**src/rtl/mips_defs_pkg.sv**
```systemverilog
// Shared MIPS pipeline definitions: reset PC, NOP encoding and fetch FSM state encoding.
package mips_defs;

  localparam logic [31:0] PC_RESET_DEF = 32'h0000_3000;
  localparam logic [31:0] NOP_WORD     = 32'h0000_0000;

  localparam logic [1:0] ST_REQ  = 2'd0;
  localparam logic [1:0] ST_WAIT = 2'd1;
  localparam logic [1:0] ST_HOLD = 2'd2;

  typedef enum logic [1:0] {
    REQ  = ST_REQ,
    WAIT = ST_WAIT,
    HOLD = ST_HOLD
  } fetch_state_e;

endpackage

```
**src/rtl/f_fetch_unit_if.sv**
```systemverilog
// Request/ack instruction-memory port; master is the fetch unit, slave is the memory.
interface f_fetch_unit_if;
  import mips_defs::*;

  logic        imem_req;
  logic [31:0] imem_addr;
  logic [31:0] imem_rdata;
  logic        imem_ack;

  modport master (output imem_req, output imem_addr, input imem_rdata, input imem_ack);
  modport slave  (input imem_req, input imem_addr, output imem_rdata, output imem_ack);
endinterface

```
**src/rtl/f_fetch_unit.sv**
```systemverilog
// F-stage fetch unit: PC register, imem request FSM, stall hold buffer and the F/D register.
module f_fetch_unit
  import mips_defs::*;
#(
  parameter logic [31:0] PC_RESET       = PC_RESET_DEF,
  parameter int          TIMEOUT_CYCLES = 16
) (
  input  logic                  clk,
  input  logic                  reset,
  input  logic                  stall,
  input  logic [31:0]           nextPC,
  output logic [31:0]           F_pc,
  f_fetch_unit_if.master        imem,
  output logic [31:0]           D_instr,
  output logic [31:0]           D_pc,
  output logic                  D_valid,
  output logic                  fetch_busy,
  output logic                  pc_misalign,
  output logic                  imem_timeout
);

  localparam int CW = $clog2(TIMEOUT_CYCLES + 1);

  fetch_state_e  state;
  logic [31:0]   hold_buf;
  logic [CW-1:0] wait_cnt;
  logic [CW-1:0] cnt_inc;
  logic          avail;
  logic          advance;
  logic [31:0]   word;

  assign imem.imem_req  = (state == REQ);
  assign imem.imem_addr = F_pc;

  // An ack arriving while HOLD is active is ignored; the buffered word wins.
  assign avail      = (((state == REQ) || (state == WAIT)) && imem.imem_ack) || (state == HOLD);
  assign advance    = avail && !stall;
  assign word       = (state == HOLD) ? hold_buf : imem.imem_rdata;
  assign fetch_busy = !avail;
  assign cnt_inc    = (wait_cnt == CW'(TIMEOUT_CYCLES)) ? wait_cnt : wait_cnt + CW'(1);

  always_ff @(posedge clk or posedge reset) begin
    if (reset) begin
      state        <= REQ;
      F_pc         <= PC_RESET;
      D_instr      <= NOP_WORD;
      D_pc         <= '0;
      D_valid      <= 1'b0;
      hold_buf     <= '0;
      wait_cnt     <= '0;
      pc_misalign  <= 1'b0;
      imem_timeout <= 1'b0;
    end else begin
      if (advance) begin
        D_instr <= word;
        D_pc    <= F_pc;
        D_valid <= 1'b1;
        F_pc    <= nextPC;
        if (nextPC[1:0] != 2'b00) pc_misalign <= 1'b1;
      end

      case (state)
        REQ: begin
          if (imem.imem_ack) begin
            if (stall) begin
              hold_buf <= imem.imem_rdata;
              state    <= HOLD;
            end
          end else begin
            wait_cnt <= '0;
            state    <= WAIT;
          end
        end
        WAIT: begin
          if (imem.imem_ack) begin
            if (stall) begin
              hold_buf <= imem.imem_rdata;
              state    <= HOLD;
            end else begin
              state <= REQ;
            end
          end else begin
            wait_cnt <= cnt_inc;
            if (cnt_inc == CW'(TIMEOUT_CYCLES)) imem_timeout <= 1'b1;
          end
        end
        HOLD: begin
          if (!stall) state <= REQ;
        end
        default: state <= REQ;
      endcase
    end
  end

endmodule

```
**src/flat_wrapper.sv**
```systemverilog
// flat-port wrapper written by rule: the top's interface ports become plain ports
module f_fetch_unit_flat import mips_defs::*;
#(
  parameter logic [31:0] PC_RESET       = PC_RESET_DEF,
  parameter int          TIMEOUT_CYCLES = 16
)
  (clk, reset, stall, nextPC, F_pc, D_instr, D_pc, D_valid, fetch_busy, pc_misalign, imem_timeout, imem_imem_req, imem_imem_addr, imem_imem_rdata, imem_imem_ack);
  f_fetch_unit_if imem_i ();
  input  logic clk;
  input  logic reset;
  input  logic stall;
  input  logic [31:0] nextPC;
  output logic [31:0] F_pc;
  output logic [31:0] D_instr;
  output logic [31:0] D_pc;
  output logic D_valid;
  output logic fetch_busy;
  output logic pc_misalign;
  output logic imem_timeout;
  output wire logic [$bits(imem_i.imem_req)-1:0] imem_imem_req;
  output wire logic [$bits(imem_i.imem_addr)-1:0] imem_imem_addr;
  input wire logic [$bits(imem_i.imem_rdata)-1:0] imem_imem_rdata;
  input wire logic [$bits(imem_i.imem_ack)-1:0] imem_imem_ack;
  assign imem_imem_req = imem_i.imem_req;
  assign imem_imem_addr = imem_i.imem_addr;
  assign imem_i.imem_rdata = imem_imem_rdata;
  assign imem_i.imem_ack = imem_imem_ack;
  f_fetch_unit #(.PC_RESET(PC_RESET), .TIMEOUT_CYCLES(TIMEOUT_CYCLES)) u_core (.clk(clk), .reset(reset), .stall(stall), .nextPC(nextPC), .F_pc(F_pc), .imem(imem_i), .D_instr(D_instr), .D_pc(D_pc), .D_valid(D_valid), .fetch_busy(fetch_busy), .pc_misalign(pc_misalign), .imem_timeout(imem_timeout));
endmodule
```
**config.mk**
```make
export PLATFORM = sky130hd
export DESIGN_NAME = f_fetch_unit_flat
export DESIGN_NICKNAME = d
export VERILOG_FILES = /design/src/rtl/mips_defs_pkg.sv /design/src/rtl/f_fetch_unit_if.sv /design/src/rtl/f_fetch_unit.sv /design/src/flat_wrapper.sv
export SDC_FILE = /design/constraint.sdc
export NUM_CORES = 1
export LEC_CHECK = 0
export ABC_AREA = 1
export ABC_CLOCK_PERIOD_IN_PS = 4500
export BUFFER_PORTS_ARGS = -buffer_cell sky130_fd_sc_hd__buf_2
export CELL_PAD_IN_SITES_DETAIL_PLACEMENT = 0
export CELL_PAD_IN_SITES_GLOBAL_PLACEMENT = 1
export CORE_MARGIN = 8
export CORE_UTILIZATION = 38
export CTS_BUF_LIST = sky130_fd_sc_hd__clkbuf_8
export DETAILED_ROUTE_END_ITERATION = 10
export PLACE_DENSITY = 0.91
export SLEW_MARGIN = 20
export SYNTH_ARGS = -nofsm -noshare
export SYNTH_HDL_FRONTEND = slang
export SYNTH_SLANG_ARGS = --single-unit
```
**constraint.sdc**
```tcl
create_clock -name clk -period 4.5 [get_ports clk]
set_clock_uncertainty 0.2 [all_clocks]
set_input_delay 0.225 -clock clk [delete_from_list [all_inputs] [get_ports clk]]
set_output_delay 0.225 -clock clk [all_outputs]
set_load 0.02 [all_outputs]
```
; ---- Yosys cells after proc, flatten, opt, wreduce, memory -nomap -nowiden
; Index checks and enable logic that the tools add are counted.
[word_totals]
input_bits = 68
ff_bits = 138
[classes]
muxes = 11
n_bitwise = 1
n_eq_ne = 9
n_addsub = 1
n_reduce_logical = 15
[ops]
columns = operator, n
row1 = $mux 32, 1
row2 = $mux 5, 3
row3 = $reduce_and 3->1, 4
row4 = $eq 5x5->1 const B, 2
row5 = $mux 2, 5
row6 = $pmux 5 s2, 1
row7 = $ne 2x2->1 const B, 4
row8 = $pmux 2 s3, 1
row9 = $add 5x1->5 const B, 1
row10 = $reduce_bool 2->1, 2
row11 = $ne 3x3->1 const B, 1
row12 = $eq 2x1->1 const B, 1
row13 = $eq 2x2->1 const B, 1
row14 = $logic_and 1x1->1, 2
row15 = $logic_not 1->1, 2
row16 = $logic_not 2->1, 1
row17 = $logic_or 1x1->1, 2
row18 = $reduce_and 2->1, 1
row19 = $reduce_or 2->1, 1
row20 = $not 1->1, 1

; ---- Longest topological paths before layout
; Gate-level depths: netlist of the first run.
[depth]
ltp_word = 6
mapped_depth = 10

; ---- Least setup slack after synthesis of the first run
; Ideal clock, no wire load.
[synth_timing]
kind = register -> register
startpoint = register u_core.state[1]
endpoint = register u_core.D_valid
path_buffers = 1
required_ns = 4.173
slack_ns = 3.035
stages_incl_launch_ff = 7
synth_period_minus_slack_ns = 1.465
t_arrival_ns = 1.138
cell_sequence = dfrtp_1 > nand2_1 > o21ai_2 > nand2_2 > inv_2 > buf_8 > or2_2
[synth_between]
elab_chain_len = 5
elab_cells_between_ends = 7
classes_between = eq/ne: 2 / reduce/logical: 5
[synth_rtl]
columns = element, line
row1 = "start, declared", f_fetch_unit.sv:24  ; fetch_state_e state;
row2 = "start signal, assigned", f_fetch_unit.sv:44  ; state <= REQ;
row3 = "start signal, assigned", f_fetch_unit.sv:67  ; state <= HOLD;
row4 = "start signal, assigned", f_fetch_unit.sv:71  ; state <= WAIT;
row5 = $eq 2x1->1 / $logic_not 2->1 (equally long branches), f_fetch_unit.sv:36  ; assign avail = (((state == REQ) || (state == WAIT)) && imem.imem_ack) || (state == HOLD);
row6 = $logic_or 1x1->1, f_fetch_unit.sv:36
row7 = $logic_and 1x1->1, f_fetch_unit.sv:36
row8 = $logic_or 1x1->1 (*), f_fetch_unit.sv:36
row9 = $logic_and 1x1->1 (*), f_fetch_unit.sv:37  ; assign advance = avail && !stall;
row10 = "end signal, assigned", f_fetch_unit.sv:48  ; D_valid <= 1'b0;
row11 = "end signal, assigned", f_fetch_unit.sv:57  ; D_valid <= 1'b1;
row12 = "end, declared", f_fetch_unit.sv:16  ; output logic D_valid,
; Every way passes the cells marked *; elsewhere a longest branch is shown, timed or not.
; A chain may end at the register's enable or synchronous reset.

; ---- Worst setup path in the final report of the first run
[layout_timing]
startpoint = register u_core.state[1]
endpoint = register u_core.D_pc[12]
[layout_between]
elab_chain_len = 5
elab_cells_between_ends = 7
classes_between = eq/ne: 2 / reduce/logical: 5
[layout_rtl]
columns = element, line
row1 = $eq 2x1->1 / $logic_not 2->1 (equally long branches), f_fetch_unit.sv:36
row2 = $logic_or 1x1->1, f_fetch_unit.sv:36
row3 = $logic_and 1x1->1, f_fetch_unit.sv:36
row4 = $logic_or 1x1->1 (*), f_fetch_unit.sv:36
row5 = $logic_and 1x1->1 (*), f_fetch_unit.sv:37
row6 = "end signal, assigned", f_fetch_unit.sv:56  ; D_pc <= F_pc;
row7 = "end, declared", f_fetch_unit.sv:15  ; output logic [31:0] D_pc,
; Marks and branches as above.

==> flow_summary.ini, run 1 <==
[route]
drt_iter0_markers = 316
routed_wl_um = 15100
viasPerCell = 4.45
route.detailed.drc = 0
ant_nets = 0
drt_first_pass_iters = 4
wl_per_cell_um = 13.7
vias = 4917

[clocking]
cts-root-buf = clkbuf_8
clk_latency_ns = 0.43
post_cts_resized = 0
ctsHoldBuffers = 67
htree_num_levels = 4
clock-sinks = 138
clk_pin_slew_worst_paths_ns = 0.07
numCtsBuffers = 17
cts_tree = built
cts.path.max_buffers = 2
postCtsSetupBuffers = 0

[floorplanning]
ioPinCount = 201
rows = 45
core_mm2 = 0.0152
dieArea_mm2 = 0.0198
initial_utilization = 0.390
die_y_um = 141
fp.dieW_um = 141

[worst_setup_path]
slowest_delay_ns = 0.77
cp_num_buf_inv = 2
crit_path_end_kind = register
crit_top_cell = buf_4
cp_top_family = buffers and inverters
crit_chain = nand2_2, buf_4, o21ai_2, nand2_4, buf_4, o21ai_0
cp_slowest_cell = buf_4
r2r_end = u_core.D_pc[12]
path_class = reg2reg
critPathArrivalTime_ns = 2.68
required_ns = 4.56
worstReg2RegStart = u_core.state[1]
reg2reg_slack_ns = 1.88
path_max_fanout = 107
reg2reg_depth = 6
start_kind = register

[synth]
synth_xor_area_frac = 0
synth_top_area_share = 0.574
synth_area_leaders = dfrtp_1 (57%), nand2_1 (14%), o21ai_0 (8.4%)
synthesis.nets = 744
synth_area_per_cell_um2 = 8.79
ys_warn_count = 0
synthArstFlopShare = 1.00
yosys-top-cells-count = nand2_1 (214), dfrtp_1 (136), o21ai_0 (99)
syn-cell-area_mm2 = 0.00593
synth_seq_cells = 138
synth-simple-area-share = 0.173
synth.area.mux_share = 0
synth-edff-count = 0
syn_inst = 674
synth_top_family_by_area = simple AND/OR/NAND/NOR gates
synth_area_leader_cell = dfrtp_1
synth_adder_area_share = 0.00422
seq_area_frac_synth = 0.583
post_synth_num_cell_types = 22
synth_compound_area_frac = 0.120
synth-main-ff-cell = dfrtp_1
yosysMostFrequentCell = nand2_1

[sta]
period_minus_slack_ns = 2.62
setup_tns_ns = 0
slew_violations = 0
worst-slew-pin-transition_ns = 1.01
slew_headroom = 0.327
post-route-period-util = 0.581
setup_viol = 0
hold_violations = 0
fin_hold_ws_ns = 0.185
rsz0062_at_grt = false
max_freq_mhz = 382

[finish]
final_core_util = 0.521
layout-drive-gt1-share = 0.292
nFillCells = 1432
final_nets = 972
synthToLayoutAreaGrowth_pct = 33.6

[global_routing]
antenna_found_initial = 1
grt_pass1_wl_um = 24800
grt_pass1_vias = 4991
grt_start_max_net_pins = 108
grt.total_usage = 0.156
grt_remaining_overflow = 0

[pwr]
p_per_area_mw_per_mm2 = 475
peakVddDrop_uv = 227
p_leak_nw = 4.31

[hold_path]
min_path_type = in2async

[place]
dp_hpwl_um = 9960
io_buffers = 200
gp_congestion = 0.734

[status]
status = finished, final reports clean

[flow_run]
max_cap_viol_count = 0
[sequential cells by signal, indices dropped and copies added, names as in the netlist]
signal	flops
u_core.D_instr	32
u_core.D_pc	32
u_core.F_pc	32
u_core.hold_buf	32
u_core.wait_cnt	5
u_core.state	2
u_core.D_valid	1
u_core.imem_timeout	1
u_core.pc_misalign	1
[power breakdown]
group	switching, mW	internal (mW)
sequential	0.135	1.48
clock	0.466	0.646
combinational	0.682	0.350
total	1.28	2.48
[how the worst max path moves through the flow]
stage / startpoint / end / slack [ns] / depth (start not counted)
6_report: u_core.state[1] / u_core.D_pc[12] / 1.88 / 6
3_5_place_dp: u_core.state[1] / u_core.D_pc[12] / 1.85 / 6
3_3_place_gp: u_core.state[1] / u_core.D_instr[8] / 1.94 / 6
5_1_grt: u_core.state[1] / u_core.D_pc[4] / 1.56 / 6
2_1_floorplan: reset / u_core.D_instr[0] / 0.38 / 1
4_1_cts: u_core.state[1] / u_core.D_pc[12] / 1.84 / 6
[worst min-delay path: cells and delay by family]
kind	cells	cell delay, ns
buffers and inverters	3	1.03
[cells by family after synthesis]
kind of cell             count (synthesis)
adder cells (fa/ha/maj)                  2
AND/OR/NAND/NOR                        261
AO/OA/AOI/OAI                          133
flip-flops                             138
buffers and inverters                  140
[cells in the final DEF (no fill, tap or decap)]
master / count
ha_1: 2
dfrtp_1: 136
o21ai_2: 11
nand3b_1: 1
diode_2: 1
nand2_1: 213
dlygate4sd3_1: 67
clkinv_4: 2
buf_2: 200
nand3_1: 4
buf_4: 7
inv_6: 2
clkinv_2: 4
inv_2: 2
o22ai_1: 2
nand2_4: 1
o21ai_0: 99
nand3_2: 1
bufinv_16: 4
or2_2: 1
nor2_1: 28
nand4_1: 2
inv_1: 73
dfstp_2: 2
a21oi_1: 21
nand2_2: 10
clkbuf_8: 20
[through the flow]
stage	std cells	setup slack, ns	power, mW	instance area [um2]
floorplan	674	0.382	2.32	5930
global placement	1004	1.94	2.62	6800
detailed placement	1004	1.85	2.64	6800
CTS	1103	1.84	3.81	7920
global route	1104	1.56	3.99	7920
finish	1104	1.88	3.76	7920
[area by class of cell]
type	count	area, um2	share of cell area
Antenna cell	1	2.50	0.000316
Clock buffer	20	275	0.0348
Clock inverter	12	170	0.0215
Inverter	75	287	0.0362
Multi-Input combinational cell	396	1770	0.223
Sequential cell	138	3460	0.436
Tap cell	188	235	0.0297
Timing Repair Buffer	274	1720	0.218
[routing by layer]
layer,share of wire,global-route usage,up-vias
li1,-,-,2513
met3,0.065,0.0452,26
met5,0,0,-
met4,0.022,0.0673,0
met2,0.48,0.259,137
met1,0.43,0.185,2241
No activity file was read; power rests on OpenSTA's default activity.
==> run 2: changes to the inputs <==
Settings changed: ABC_CLOCK_PERIOD_IN_PS 4500 to 2620.
Clock period 4.5 ns to 2.62 ns, I/O delays scaled along.
==> run 2 against run 1 <==
Sequential cell count unchanged. Final area shrank 0.46%. Combinational power rose by 74%. Critical endpoint is now u_core.F_pc[23]. Clock power is 47% higher. Sequential share of layout area grew 0.20 points. Register-to-register slack worse by 1.2 ns. Sequential power increased by 72%. Fmax is 36% higher. Non-clock buffer count did not move. Hold slack better by 0.046 ns.
==> flow_summary.ini, run 2 (synthesis gave the netlist of run 1 again) <==
[status]
status = finished, final reports clean

[worst_setup_path]
path_class = reg2reg
required_ns = 2.72
crit_chain = o21ai_2, nand2_4, inv_2, buf_4, o21ai_0
critPathArrivalTime_ns = 2.02
start_kind = register
cp_num_buf_inv = 2
cp_slowest_cell = dfrtp_1
crit_path_end_kind = register
slowest_delay_ns = 0.43
path_max_fanout = 32
cp_top_family = buffers and inverters

[route]
ant_nets = 0
wl_per_cell_um = 14.0
route.detailed.drc = 0
routed_wl_um = 15500
viasPerCell = 4.47
vias = 4937
drt_first_pass_iters = 4
drt_iter0_markers = 241

[place]
pre_cts_slack_ns = 0.736
io_buffers = 200
gp_congestion = 0.772
dp_hpwl_um = 10100

[sta]
rsz0062_at_grt = false
hold_violations = 0
setup_tns_ns = 0
slew_violations = 0
post-route-period-util = 0.732
period_minus_slack_ns = 1.92
worst-slew-pin-transition_ns = 0.747
slew_headroom = 0.502
worst_slack_ns = 0.702
max_freq_mhz = 521
setup_viol = 0

[pwr]
p_clk_frac = 0.263
net-switching-power_mw = 2.22
swShare = 0.359
peakVddDrop_uv = 350
combPwrFrac = 0.290
p_per_area_mw_per_mm2 = 785
p_int_mw = 3.97
p_seq_frac = 0.447
p_leak_nw = 4.29

[floorplanning]
ioPinCount = 201
dieArea_mm2 = 0.0198
fp.dieW_um = 141
core_mm2 = 0.0152
die_y_um = 141
initial_utilization = 0.390
rows = 45

[clocking]
clock-sinks = 138
cts.path.max_buffers = 2
clk_pin_slew_worst_paths_ns = 0.08
cts-root-buf = clkbuf_8
clk_latency_ns = 0.44
cts_tree = built
postCtsSetupBuffers = 0
numCtsBuffers = 17
htree_num_levels = 4

[global_routing]
grt_remaining_overflow = 0
grt.total_usage = 0.159
antenna_found_initial = 1
grt_pass1_wl_um = 25300
grt_pass1_vias = 4949
grt_start_max_net_pins = 139

[finish]
layout-drive-gt1-share = 0.292
final_nets = 972
final_cell_mix = nand2_1 (213), buf_2 (200), dfrtp_1 (136), o21ai_0 (99), inv_1 (73)
final_common_cell = nand2_1
nFillCells = 1450
synthToLayoutAreaGrowth_pct = 33.0
final_core_util = 0.519

[hold_path]
min_path_type = in2reg

[flow_run]
max_cap_viol_count = 0
[run 2: changes by cell type in the layout (fill, tap and decap cells not counted), sizes merged]
cell      change
clkinvlp      +2
bufinv        -3
clkinv        +1
[run 2: tightest hold or removal path, stage by stage]
cell and delay (ns):
dlygate4sd3_1 0.52, buf_2 0.10, nand2_2 0.05, o21ai_2 0.04
[run 2: final cells by class]
class / instances / area (um2) / share of cell area
inverter: 75 / 285 / 0.0362
antenna: 1 / 2.50 / 0.000317
tap: 188 / 235 / 0.0298
sequential: 138 / 3460 / 0.438
multi-input combinational: 396 / 1770 / 0.224
clock inverter: 12 / 97.6 / 0.0124
timing repair buffer: 274 / 1760 / 0.223
clock buffer: 20 / 275 / 0.0349
[run 2: final timing paths]
path,depth (start not counted),to,slack [ns],start
min reg2reg,2,u_core.imem_timeout,0.27,u_core.imem_timeout
max,5,u_core.F_pc[23],0.70,u_core.state[1]
min,4,u_core.F_pc[4],0.23,nextPC[4]
min in group asynchronous,4,u_core.D_pc[25],0.25,reset
max in group asynchronous,4,u_core.hold_buf[3],1.42,reset
max reg2reg,5,u_core.F_pc[23],0.70,u_core.state[1]
[run 2: routing by layer]
layer / share of wire / global-route usage / vias up
li1: - / - / 2508
met2: 0.48 / 0.254 / 145
met5: 0 / 0 / -
met3: 0.063 / 0.0493 / 22
met1: 0.44 / 0.196 / 2262
met4: 0.018 / 0.0645 / 0
[run 2: repair_timing]
action                                  4_1_cts  5_1_grt
endpoints found under the hold margin       241        0
hold buffers                                 67        0
endpoints found under the setup margin        0        0
resized for setup                             0        0
[run 2: power groups by stage]
| stage | Combinational, mW | Sequential (mW) | Clock [mW] |
|---|---|---|---|
| detailed placement | 1.74 | 2.80 | 0 |
| global route | 1.97 | 2.82 | 1.77 |
| floorplan | 0.801 | 3.19 | 0 |
| global placement | 1.72 | 2.79 | 0 |
| finish | 1.79 | 2.77 | 1.63 |
| CTS | 1.82 | 2.77 | 1.70 |
[run 2: per-stage QoR]
stage	power (mW)	std cells	hold slack [ns]	area [um2]
detailed placement	4.54	1004	0.134	6840
finish	6.19	1104	0.231	7880
CTS	6.28	1103	0.181	7880
global placement	4.51	1004	0.127	6840
floorplan	3.99	674	0.0271	5930
global route	6.57	1104	0.221	7880
==> run 3: changes to the inputs <==
Settings changed: ABC_AREA 1 to 0, ABC_CLOCK_PERIOD_IN_PS 2620 to 2000, CORE_UTILIZATION 38 to 41, PLACE_DENSITY 0.91 to 0.92.
Clock period 2.62 ns to 2 ns, I/O delays scaled along.
==> run 3 against run 2 <==
Final area up 0.79%. Global-route usage about the same. Critical endpoint is now u_core.D_pc[2]. Sequential share of layout area down 0.35 points. Via count down 14%. Clock-buffer cell count unchanged. Routed wire length down 7.0%. Hold slack worse by 0.084 ns.
==> flow_summary.ini, run 3 <==
[synth]
syn_inst = 435
synthesis.nets = 505
yosysMostFrequentCell = dfrtp_1
synth-main-ff-cell = dfrtp_1
synth_area_leader_cell = dfrtp_1
synth_area_leaders = dfrtp_1 (58%), mux2_2 (12%), mux2_1 (6.1%)
synth_seq_cells = 138
synth_area_per_cell_um2 = 13.5
seq_area_frac_synth = 0.589
synth-edff-count = 0
post_synth_num_cell_types = 32
synth_top_area_share = 0.580
yosys-top-cells-count = dfrtp_1 (136), mux2_2 (64), buf_4 (37)
synthArstFlopShare = 1.00
syn-cell-area_mm2 = 0.00587
ys_warn_count = 0

[worst_setup_path]
crit_chain = nand2b_1, a21oi_4, buf_12, buf_12, mux2_2
cp_slowest_cell = dfrtp_1
reg2reg_depth = 5
critPathArrivalTime_ns = 1.96
worstReg2RegStart = u_core.state[1]
path_class = reg2reg
cp_num_buf_inv = 2
path_max_fanout = 17
required_ns = 2.11
reg2reg_slack_ns = 0.14
cp_top_family = flip-flops
slowest_delay_ns = 0.43
start_kind = register
crit_path_end_kind = register
crit_top_cell = buf_12
r2r_end = u_core.D_pc[2]

[hold_path]
min_path_type = in2async

[floorplanning]
fp.dieW_um = 136
rows = 43
ioPinCount = 201
die_y_um = 136
core_mm2 = 0.0139
initial_utilization = 0.421
dieArea_mm2 = 0.0184

[finish]
final_common_cell = buf_2
n_antenna_cell = 0
regArea_mm2 = 0.00346
multi_input_area_mm2 = 0.00198
nFillCells = 1123
final_nets = 754
layout-drive-gt1-share = 0.448
final_cell_mix = buf_2 (200), dfrtp_1 (136), dlygate4sd3_1 (67), mux2_2 (64)
synthToLayoutAreaGrowth_pct = 35.3
final_cells = 877
final_cell_area_mm2 = 0.00795

[place]
dpl.cell_count = 777
postPlaceCellArea_mm2 = 0.00688
dp_hpwl_um = 9970
io_buffers = 200
gp_congestion = 0.776

[global_routing]
grt_start_max_net_pins = 73
grt_pass1_wl_um = 23300
grt_pass1_vias = 4609
grt.total_usage = 0.158
grt_remaining_overflow = 0
antenna_found_initial = 0

[clocking]
postCtsSetupBuffers = 0
numCtsBuffers = 17
clk_latency_ns = 0.42
cts-root-buf = clkbuf_8
htree_num_levels = 4
cts.path.max_buffers = 2
clock-sinks = 138
clk_pin_slew_worst_paths_ns = 0.07
cts_tree = built

[route]
wl_per_cell_um = 16.4
routed_wl_um = 14400
vias = 4228
route.detailed.drc = 0
drt_iter0_markers = 153
ant_nets = 0
viasPerCell = 4.82
drt_first_pass_iters = 4

[flow_run]
max_cap_viol_count = 0

[sta]
hold_violations = 0
setup_viol = 0
rsz0062_at_grt = false
worst-slew-pin-transition_ns = 0.390
period_minus_slack_ns = 1.86
slew_headroom = 0.740
setup_tns_ns = 0
post-route-period-util = 0.929
max_freq_mhz = 538
slew_violations = 0

[pwr]
p_per_area_mw_per_mm2 = 1070
peakVddDrop_uv = 611
p_leak_nw = 3.90

[status]
status = finished, final reports clean
[run 3: cell count changes after synthesis, moves of 5 or more]
cell,before,now
buf_6,3,9
clkbuf_1,10,1
mux2_1,0,32
nor2_1,28,34
o21ai_0,99,4
nand2_1,214,5
mux2_2,0,64
buf_4,32,37
a21oi_1,21,34
inv_1,73,6
nand2_2,10,0
buf_2,17,8
mux2i_1,0,32
o21ai_2,11,0
[run 3: per-layer routing]
| metal | vias up | share of wire | GRT usage | wire, um |
|---|---|---|---|---|
| met5 | - | 0 | 0 | 0 |
| met4 | 0 | 0.021 | 0.0722 | 306 |
| met3 | 20 | 0.053 | 0.0456 | 761 |
| met2 | 115 | 0.53 | 0.276 | 7670 |
| met1 | 2111 | 0.39 | 0.175 | 5660 |
| li1 | 1982 | - | - | - |
[run 3: per-stage QoR]
step           setup WS, ns  total power, mW  hold slack (ns)  utilization
2_1_floorplan       -0.0195             5.63           0.0347            -
5_1_grt              0.0257             9.00            0.165        0.570
3_3_place_gp          0.212             6.39           0.0449        0.494
3_5_place_dp          0.176             6.50           0.0581        0.494
4_1_cts              0.0370             8.66            0.130        0.568
6_report              0.142             8.53            0.146        0.570
[run 3: tightest hold or removal path, cell delays in order]
cell and delay, ns:
dlygate4sd3_1 0.53, buf_2 0.13, clkinvlp_4 0.10, buf_12 0.30
[run 3: how the worst max path moves through the flow]
stage | cells past startpoint | end | from
floorplan | 1 | u_core.D_instr[0] | reset
global placement | 5 | u_core.F_pc[30] | u_core.state[1]
detailed placement | 5 | u_core.D_pc[2] | u_core.state[1]
CTS | 4 | fetch_busy | u_core.state[1]
global route | 4 | fetch_busy | u_core.state[1]
finish | 5 | u_core.D_pc[2] | u_core.state[1]
[run 3: layout make-up]
class	count	area share
clock buffers	20	0.0346
clock inverters	12	0.00929
inverters	6	0.00331
multi-input cells	236	0.249
flip-flops and latches	138	0.435
well taps	180	0.0283
repair buffers	285	0.241
[run 3: cell families (layout without fill, tap and decap cells)]
logic type / count (synthesis) / in the layout / share of synthesized area
mux: 128 / 128 / 0.239
fa+ha+maj: 2 / 2 / 0.00426
simple gates: 59 / 59 / 0.0462
flops: 138 / 138 / 0.589
buf+inv: 61 / 323 / 0.0759
compound gates: 47 / 47 / 0.0463
[run 3: where the power goes]
| group | switching, mW | internal, mW |
|---|---|---|
| sequential | 0.402 | 3.44 |
| combinational | 1.58 | 1.11 |
| clock | 0.967 | 1.04 |
[run 3: timing repair]
action | CTS | global route
endpoints found under the hold margin | 240 | 0
gates resized for setup | 3 | 1
cloned | 0 | 1
hold buffers | 67 | 0
endpoints found under the setup margin | 1 | 1
